<file path="config.mk">
export PLATFORM = sky130hd
export DESIGN_NAME = mem_dcache_req_ctrl
export DESIGN_NICKNAME = d
export VERILOG_FILES = /design/src/rtl/pipeline_defines.sv /design/src/rtl/mem_sel_decode.sv /design/src/rtl/mem_dcache_req_ctrl.sv
export SDC_FILE = /design/constraint.sdc
export NUM_CORES = 1
export LEC_CHECK = 0
export BUFFER_PORTS_ARGS = -buffer_cell sky130_fd_sc_hd__buf_2
export CAP_MARGIN = 10
export CORE_MARGIN = 5
export CORE_UTILIZATION = 51
export CTS_BUF_LIST = sky130_fd_sc_hd__clkbuf_8
export DETAILED_ROUTE_END_ITERATION = 10
export PLACE_DENSITY = 0.87
export SETUP_SLACK_MARGIN = 0.3
export SYNTH_ARGS = -nofsm -noshare
export SYNTH_HDL_FRONTEND = slang
export SYNTH_SLANG_ARGS = --single-unit
</file>
<file path="constraint.sdc">
create_clock -name clk -period 4.51 [get_ports clk]
set_input_delay 1.1275 -clock clk [delete_from_list [all_inputs] [get_ports clk]]
set_output_delay 1.1275 -clock clk [all_outputs]
set_load 0.05 [all_outputs]
</file>
<file path="src/rtl/pipeline_defines.sv">
// Shared definitions for the MEM-stage data-side request path.
package pipeline_defines;

    typedef enum logic [2:0] {
        IDLE,
        ADDR,
        DATA,
        HOLD,
        CANCEL
    } dcache_req_state_t;

    localparam logic [1:0] BUS_SIZE_BYTE = 2'd0;
    localparam logic [1:0] BUS_SIZE_HALF = 2'd1;
    localparam logic [1:0] BUS_SIZE_WORD = 2'd2;

    // MEM-side cache request bundle as produced by the MEM stage.
    typedef struct packed {
        logic        ce;
        logic        we;
        logic [31:0] addr;
        logic [3:0]  sel;
        logic [31:0] wdata;
    } mem_cache_struct;

endpackage

</file>
<file path="src/rtl/mem_sel_decode.sv">
// Byte-lane select to bus transfer size; shared with the uncached path.
module mem_sel_decode
    import pipeline_defines::*;
(
    input  logic [3:0] i_sel,
    output logic [1:0] o_size,
    output logic       o_valid
);

    // An empty select marks a misaligned access that never reaches the bus.
    always_comb begin
        o_valid = (i_sel != 4'b0000);
        o_size  = BUS_SIZE_WORD;
        case (i_sel)
            4'b0001, 4'b0010, 4'b0100, 4'b1000: o_size = BUS_SIZE_BYTE;
            4'b0011, 4'b1100:                   o_size = BUS_SIZE_HALF;
            default:                            o_size = BUS_SIZE_WORD;
        endcase
    end

endmodule

</file>
<file path="src/rtl/mem_dcache_req_ctrl.sv">
// Converts the level-held MEM cache request into one SRAM-like bus
// transaction per instruction and holds the result until the pipeline moves.
module mem_dcache_req_ctrl
    import pipeline_defines::*;
#(
    parameter int ADDR_WIDTH = 32,
    parameter int DATA_WIDTH = 32
) (
    input  logic                  clk,
    input  logic                  rst,
    input  logic                  req_ce_i,
    input  logic                  req_we_i,
    input  logic [ADDR_WIDTH-1:0] req_addr_i,
    input  logic [3:0]            req_sel_i,
    input  logic [DATA_WIDTH-1:0] req_wdata_i,
    input  logic                  flush_i,
    input  logic                  advance_i,
    output logic                  addr_ok_o,
    output logic                  data_ok_o,
    output logic [DATA_WIDTH-1:0] rdata_o,
    output logic                  bus_req_o,
    output logic                  bus_wr_o,
    output logic [1:0]            bus_size_o,
    output logic [ADDR_WIDTH-1:0] bus_addr_o,
    output logic [3:0]            bus_wstrb_o,
    output logic [DATA_WIDTH-1:0] bus_wdata_o,
    input  logic                  bus_addr_ok_i,
    input  logic                  bus_data_ok_i,
    input  logic [DATA_WIDTH-1:0] bus_rdata_i
);

    dcache_req_state_t     r_state;
    dcache_req_state_t     w_next;
    logic                  r_we;
    logic [ADDR_WIDTH-1:0] r_addr;
    logic [3:0]            r_sel;
    logic [1:0]            r_size;
    logic [DATA_WIDTH-1:0] r_wdata;
    logic [DATA_WIDTH-1:0] r_rdata;
    logic [1:0]            w_size;
    logic                  w_sel_valid;
    logic                  w_latch_req;
    logic                  w_latch_rdata;
    logic [DATA_WIDTH-1:0] w_rdata_next;

    mem_sel_decode u_sel_decode (
        .i_sel   (req_sel_i),
        .o_size  (w_size),
        .o_valid (w_sel_valid)
    );

    always_comb begin
        w_next        = r_state;
        w_latch_req   = 1'b0;
        w_latch_rdata = 1'b0;
        w_rdata_next  = '0;
        bus_req_o     = 1'b0;
        addr_ok_o     = 1'b0;
        data_ok_o     = 1'b0;
        case (r_state)
            IDLE: begin
                if (req_ce_i && !flush_i) begin
                    if (w_sel_valid) begin
                        w_latch_req = 1'b1;
                        w_next      = ADDR;
                    end else begin
                        w_latch_rdata = 1'b1;
                        w_next        = HOLD;
                    end
                end
            end
            ADDR: begin
                // Request stays up for the whole cycle; a flush withdraws it next cycle.
                bus_req_o = 1'b1;
                addr_ok_o = bus_addr_ok_i;
                if (bus_addr_ok_i) begin
                    w_next = flush_i ? CANCEL : DATA;
                end else if (flush_i) begin
                    w_next = IDLE;
                end
            end
            DATA: begin
                if (bus_data_ok_i) begin
                    if (flush_i) begin
                        w_next = IDLE;
                    end else begin
                        w_latch_rdata = 1'b1;
                        w_rdata_next  = r_we ? '0 : bus_rdata_i;
                        w_next        = HOLD;
                    end
                end else if (flush_i) begin
                    w_next = CANCEL;
                end
            end
            HOLD: begin
                data_ok_o = 1'b1;
                if (advance_i || flush_i) begin
                    w_next = IDLE;
                end
            end
            CANCEL: begin
                if (bus_data_ok_i) begin
                    w_next = IDLE;
                end
            end
            default: w_next = IDLE;
        endcase
    end

    always_ff @(posedge clk or negedge rst) begin
        if (!rst) begin
            r_state <= IDLE;
            r_we    <= 1'b0;
            r_addr  <= '0;
            r_sel   <= '0;
            r_size  <= BUS_SIZE_BYTE;
            r_wdata <= '0;
            r_rdata <= '0;
        end else begin
            r_state <= w_next;
            if (w_latch_req) begin
                r_we    <= req_we_i;
                r_addr  <= req_addr_i;
                r_sel   <= req_sel_i;
                r_size  <= w_size;
                r_wdata <= req_wdata_i;
            end
            if (w_latch_rdata) begin
                r_rdata <= w_rdata_next;
            end
        end
    end

    assign rdata_o     = r_rdata;
    assign bus_wr_o    = r_we;
    assign bus_size_o  = r_size;
    assign bus_addr_o  = r_addr;
    assign bus_wstrb_o = r_we ? r_sel : 4'b0000;
    assign bus_wdata_o = r_wdata;

endmodule

</file>
==> run_results.csv, run 1 <==
group,metric,value,unit
worst_setup_path,worst_path_dominant_cell_family,"simple AND/OR/NAND/NOR gates",
timing,slew_headroom,31.4,%
worst_setup_path,critPathKind,"register to output port",
global_route,gr-total-overflow,0,
logic_synthesis,synth_most_common_cell,"dfrtp_1",
timing,finalSetupTns,0,ns
global_route,track_usage,20.0,%
min_path,hp-class,"register to register",
finish,nFillCells,641,
logic_synthesis,synth_top_area_share,60.5,%
logic_synthesis,synth_commonest_cells,"106 x dfrtp_1, 69 x mux2_1, 36 x nand2_1",
min_path,worstHoldEndpoint,"r_sel[2]",
finish,register_area,2650,um2
logic_synthesis,synthCells,338,
floorplan,coreArea,8300,um2
timing,clock.fmax,0.350,GHz
worst_setup_path,cp_max_fo,11,
worst_setup_path,crit_path_frequent_cell,"nor2b_1",
route,vias_per_cell,5.26,
power_and_ir_drop,swShare,51.7,%
clocking,insertion_delay,0.35,ns
finish,nets,651,
power_and_ir_drop,internal-power,2.31,mW
clocking,ctsLongestPathBuffers,2,
placed_design,gp_congestion,0.852,
logic_synthesis,seq_area_frac_synth,60.5,%
finish,post-route-util,68.9,%
worst_setup_path,max_stage_delay,0.54,ns
worst_setup_path,end_kind,"output port",
global_route,gr-usage-met2,37.0,%
timing,period_share,63.3,%
logic_synthesis,ys.flop_type,"dfrtp_1",
clocking,hold_buffers,0,
clocking,numCtsBuffers,9,
timing,grt_setup_unrepaired,"no",
logic_synthesis,avgSynthCellArea,13.0,um2
clocking,clkTransAtPathRegs,0.09,ns
global_route,grt_busiest_layer,"met2",
timing,period_minus_slack,2.85,ns
finish,diodes,0,
logic_synthesis,ys_ff_latch,106,
global_route,grt_max_degree,84,
worst_setup_path,start_kind,"register",
logic_synthesis,yosysWarnings,0,
power_and_ir_drop,p_sw,2.47,mW
timing,setup_viol,0,
timing,worst_slew_pin_slew,1.03,ns
worst_setup_path,required,3.38,ns
route,antenna_left,0,
route,num_vias,3435,
worst_setup_path,r2r_cells,4,
logic_synthesis,post_synth_num_cell_types,33,
finish,multi_input_area,1470,um2
worst_setup_path,cp_cell_sequence,"nor2b_1 > nor2b_1 > and2_1 > buf_2",
logic_synthesis,synth_nets,446,
timing,drv_slew,0,
min_path,hp-start,"r_sel[2]",
timing,fin_skew,0.0102,ns
run_status,status,"finished, final reports clean",
global_route,grt_pass1_vias,3520,
logic_synthesis,synth_edf_count,0,
worst_setup_path,timing.rr.start,"r_state[2]",
floorplan,die_h,103,um
route,drt_iter0_markers,111,
global_route,use_met1,22.8,%
worst_setup_path,arrival,1.73,ns
logic_synthesis,synth_area_leaders,"dfrtp_1 60%, mux2_1 18%, o32ai_1 6.4%",
worst_setup_path,critPathBufInv,1,
global_route,grt_pass1_wl,16600,um
route,remaining_drc_errors,0,
power_and_ir_drop,peakVddDrop,0.387,mV
run,max_cap_viol_count,0,
logic_synthesis,async_flop_share,100,%
worst_setup_path,r2r_end,"bus_wdata_o[4]",
clocking,cts-root-buf,"clkbuf_8",
timing,finalHoldViolations,0,
finish,drive_above_1_share,43.2,%
route,routed_wirelength,10800,um
floorplan,io_pins,214,
floorplan,initial_utilization,52.9,%
route,first_pass_iters,4,
power_and_ir_drop,combPwrFrac,53.5,%
placed_design,port_buffers,213,
finish,area_growth,30.3,%
clocking,clock-sinks,106,
min_path,holdPathStages,1,
global_route,grtUsageMet3,3.72,%
logic_synthesis,syn_area,4390,um2
floorplan,floorplan.rows,33,
worst_setup_path,crit_slowest_cell,"dfrtp_1",
floorplan,dieArea,10600,um2
floorplan,die_w,103,um
clocking,htree_levels,3,
clocking,ctsResizeCount,0,
power_and_ir_drop,power_leakage,3.01,nW
logic_synthesis,yosys.area.top_type,"dfrtp_1",
route,avgRoutedWirePerCell,16.5,um
power_and_ir_drop,power_density,837,nW/um2
global_route,antenna_found_initial,0,
worst_setup_path,cp-startpoint,"r_state[0]",
placed_design,dp_hpwl,8080,um
clocking,cts_tree,"done",
clocking,cts_setup_buffers,0,
power_and_ir_drop,pwr-share-clk,13.5,%
power_and_ir_drop,power_frac_seq,33.0,%
worst_setup_path,rrSetupSlack,2.33,ns
power by group through the flow:
| stage | clock, mW | combinational (mW) | sequential [mW] |
|---|---|---|---|
| final | 0.648 | 2.56 | 1.58 |
| after global routing | 0.703 | 2.70 | 1.63 |
| after CTS | 0.665 | 2.58 | 1.58 |
| after detailed placement | 0 | 2.58 | 1.60 |
| after global placement | 0 | 2.52 | 1.57 |
| after floorplan | 0 | 0.689 | 2.86 |
metal layers:
layer  up-vias  part of all wire [%]
li1       1588                     -
met1      1690                    36
met2       134                    54
met3        23                   7.9
met4         0                   2.4
met5         -                     0
cell usage in the layout (no fill, tap or decap), types with 4 or more instances in the layout:
| cell type | netlist | layout |
|---|---|---|
| nand2_1 | 36 | 36 |
| nor2_1 | 4 | 4 |
| buf_2 | 5 | 212 |
| and2_1 | 5 | 5 |
| buf_4 | 0 | 4 |
| o32ai_1 | 32 | 32 |
| inv_1 | 32 | 33 |
| clkbuf_8 | 0 | 11 |
| dfrtp_1 | 106 | 106 |
| mux2_1 | 69 | 69 |
layout make-up:
cell class                      count  share of cell area (%)
Sequential cell                   106                    46.4
Multi-Input combinational cell    177                    25.8
Timing Repair Buffer              217                    19.4
Clock buffer                       11                    2.65
Tap cell                          105                    2.30
Inverter                           32                    2.10
Clock inverter                      5                    1.36
state kept, by name, indices dropped and copies added (netlist names):
signal       count
bus_addr_o      32
bus_size_o       2
bus_wdata_o     32
bus_wr_o         1
r_sel            4
r_state          3
rdata_o         32
cells by family (layout without fill, tap and decap cells):
family / Yosys count / after routing / share of synthesized area (%)
DFF: 106 / 106 / 60.5
buffers and inverters: 55 / 265 / 6.05
AOI/OAI and AO/OA: 45 / 45 / 8.64
and+or+nand+nor: 63 / 63 / 7.13
muxes: 69 / 69 / 17.7
through the flow:
| step | power (mW) | hold slack (ns) | setup WS [ns] | instances | area [um2] |
|---|---|---|---|---|---|
| 2_1_floorplan | 3.54 | 0.456 | 1.38 | 338 | 4390 |
| 3_3_place_gp | 4.10 | 0.468 | 1.48 | 636 | 5470 |
| 3_5_place_dp | 4.18 | 0.475 | 1.36 | 636 | 5470 |
| 4_1_cts | 4.83 | 0.496 | 1.64 | 652 | 5700 |
| 5_1_grt | 5.03 | 0.512 | 1.52 | 653 | 5720 |
| 6_report | 4.79 | 0.492 | 1.66 | 653 | 5720 |
worst reg2reg max path, delay by kind of cell (launching register included):
kind             cells  cell delay [ns]
flip-flops           1             0.50
multiplexers         1             0.58
AND/OR/NAND/NOR      3             0.98
worst max-delay path by stage:
| stage | cells after the start | slack (ns) | end |
|---|---|---|---|
| CTS | 4 | 1.64 | addr_ok_o |
| floorplan | 4 | 1.38 | addr_ok_o |
| global placement | 4 | 1.48 | bus_wdata_o[3] |
| detailed placement | 4 | 1.36 | rdata_o[9] |
| finish | 4 | 1.66 | addr_ok_o |
| global route | 4 | 1.52 | addr_ok_o |
Power figures use the tool's default switching activity.
==> inputs of run 2 (changes only) <==
CORE_UTILIZATION = 43   (was 51)
PLACE_DENSITY = 0.78   (was 0.87)
clock period = 2.5 ns   (was 4.51 ns; I/O delays follow)
==> run_results.csv, run 2 (synthesized netlist as in run 1, its figures left out) <==
group,metric,value,unit
run_status,status,"finished, final reports clean",
clocking,cts-root-buf,"clkbuf_8",
placed_design,pre_cts_slack,0.244,ns
route,num_vias,3413,
global_route,track_usage,17.6,%
power_and_ir_drop,combPwrFrac,53.4,%
global_route,grt_pass1_wl,17800,um
worst_setup_path,critPathKind,"register to output port",
placed_design,port_buffers,213,
power_and_ir_drop,swShare,50.4,%
finish,diodes,0,
route,antenna_left,0,
floorplan,die_h,111,um
clocking,insertion_delay,0.35,ns
worst_setup_path,rrSetupSlack,0.59,ns
clocking,clkTransAtPathRegs,0.10,ns
clocking,htree_levels,3,
clocking,ctsLongestPathBuffers,2,
global_route,grt_max_degree,65,
power_and_ir_drop,peakVddDrop,0.736,mV
timing,layout_setup_ws,0.402,ns
timing,finalHoldViolations,0,
route,drt_iter0_markers,163,
floorplan,io_pins,214,
floorplan,floorplan.rows,36,
floorplan,die_w,111,um
clocking,cts_tree,"done",
worst_setup_path,required,1.88,ns
global_route,gr-total-overflow,0,
finish,final_cell_mix,"211 x buf_2, 104 x dfrtp_1, 69 x mux2_1",
power_and_ir_drop,power_density,1510,nW/um2
worst_setup_path,cp_max_fo,7,
timing,period_share,83.9,%
worst_setup_path,critPathBufInv,1,
timing,finalSetupTns,0,ns
timing,period_minus_slack,2.10,ns
route,avgRoutedWirePerCell,16.1,um
timing,fin_skew,0.0136,ns
finish,nFillCells,801,
global_route,antenna_found_initial,0,
worst_setup_path,r2r_cells,5,
finish,register_area,2660,um2
power_and_ir_drop,p_sw,4.50,mW
timing,grt_setup_unrepaired,"no",
worst_setup_path,end_kind,"output port",
finish,multi_input_area,1490,um2
finish,drive_above_1_share,45.6,%
run,max_cap_viol_count,0,
timing,clock.fmax,0.477,GHz
power_and_ir_drop,internal-power,4.42,mW
clocking,numCtsBuffers,9,
min_path,hp-class,"input pin to asynchronous set/reset pin",
clocking,clock-sinks,106,
floorplan,initial_utilization,44.5,%
timing,slew_headroom,61.8,%
route,vias_per_cell,4.95,
worst_setup_path,r2r_end,"bus_addr_o[1]",
floorplan,coreArea,9860,um2
finish,area_growth,34.5,%
power_and_ir_drop,power_leakage,3.08,nW
finish,nets,661,
worst_setup_path,arrival,1.47,ns
route,routed_wirelength,11100,um
route,remaining_drc_errors,0,
worst_setup_path,crit_slowest_cell,"dfrtp_2",
worst_setup_path,start_kind,"register",
worst_setup_path,timing.rr.start,"r_state[2]",
global_route,grt_pass1_vias,3520,
power_and_ir_drop,pwr-share-clk,14.7,%
power_and_ir_drop,power_frac_seq,31.9,%
worst_setup_path,worst_path_dominant_cell_family,"simple AND/OR/NAND/NOR gates",
route,first_pass_iters,4,
worst_setup_path,cp_cell_sequence,"nor2b_2 > nor2b_4 > and2_1 > buf_4",
clocking,hold_buffers,0,
floorplan,dieArea,12300,um2
timing,holdWs,0.169,ns
worst_setup_path,max_stage_delay,0.43,ns
timing,setup_viol,0,
placed_design,gp_congestion,0.887,
timing,worst_slew_pin_slew,0.574,ns
finish,final_common_cell,"buf_2",
timing,drv_slew,0,
placed_design,dp_hpwl,8450,um
-- run 2: cell count changes in the layout (fill, tap and decap cells not counted), moves of 2 or more --
| cell | change |
|---|---|
| clkbuf_8 | -2 |
| and2_2 | +4 |
| bufinv_16 | +2 |
| and2_1 | -4 |
| nor2b_1 | -2 |
| buf_12 | +2 |
| dfrtp_2 | +2 |
| dfrtp_1 | -2 |
| buf_4 | +9 |
-- run 2: worst register-to-register path: stages, from the launching register on --
cell and delay (ns):
dfrtp_1 0.52, nor2_2 0.27, and3_1 0.27, nand2_4 0.16, buf_12 0.21, mux2_1 0.34
-- run 2: layout make-up --
cell class,instances,area share [%]
Clock buffer,9,2.10
Clock inverter,6,2.23
Inverter,32,2.04
Multi-Input combinational cell,177,25.2
Sequential cell,106,45.0
Tap cell,133,2.82
Timing Repair Buffer,227,20.6
-- run 2: per-layer routing --
layer	wire length, um	part of all wire [%]	vias up	track usage (%)
met4	115	1.0	0	4.93
met1	4710	42	1645	21.9
met3	866	7.8	8	6.06
li1	-	-	1609	-
met2	5430	49	151	29.0
met5	0	0	-	0
-- run 2: power groups by stage --
stage	Sequential (mW)	Clock (mW)	Combinational [mW]
after detailed placement	2.90	0	4.72
after floorplan	5.15	0	1.27
after global placement	2.86	0	4.62
after CTS	2.87	1.34	4.73
after global routing	2.94	1.41	5.01
final	2.85	1.31	4.77
-- run 2: worst max-delay path by stage --
stage | start | to | slack (ns) | depth (start not counted)
after floorplan | r_state[1] | addr_ok_o | 0.32 | 4
after global placement | req_sel_i[1] | bus_addr_o[30] | 0.30 | 5
after detailed placement | req_sel_i[1] | bus_addr_o[21] | 0.24 | 5
after CTS | r_state[0] | addr_ok_o | 0.34 | 4
after global routing | r_state[0] | addr_ok_o | 0.31 | 4
final | r_state[0] | addr_ok_o | 0.40 | 4
-- run 2: stage by stage --
| step | util (%) | std cells | power [mW] | cell area (um2) |
|---|---|---|---|---|
| 6_report | 59.8 | 690 | 8.92 | 5900 |
| 3_3_place_gp | 56.7 | 669 | 7.48 | 5590 |
| 4_1_cts | 59.3 | 684 | 8.95 | 5850 |
| 2_1_floorplan | - | 338 | 6.42 | 4400 |
| 3_5_place_dp | 56.7 | 669 | 7.62 | 5590 |
| 5_1_grt | 59.8 | 690 | 9.36 | 5900 |
-- run 2: timing repair --
action                     in CTS  in global routing
setup endpoints to repair       2                  1
buffers inserted                0                  6
resized for setup               4                  0
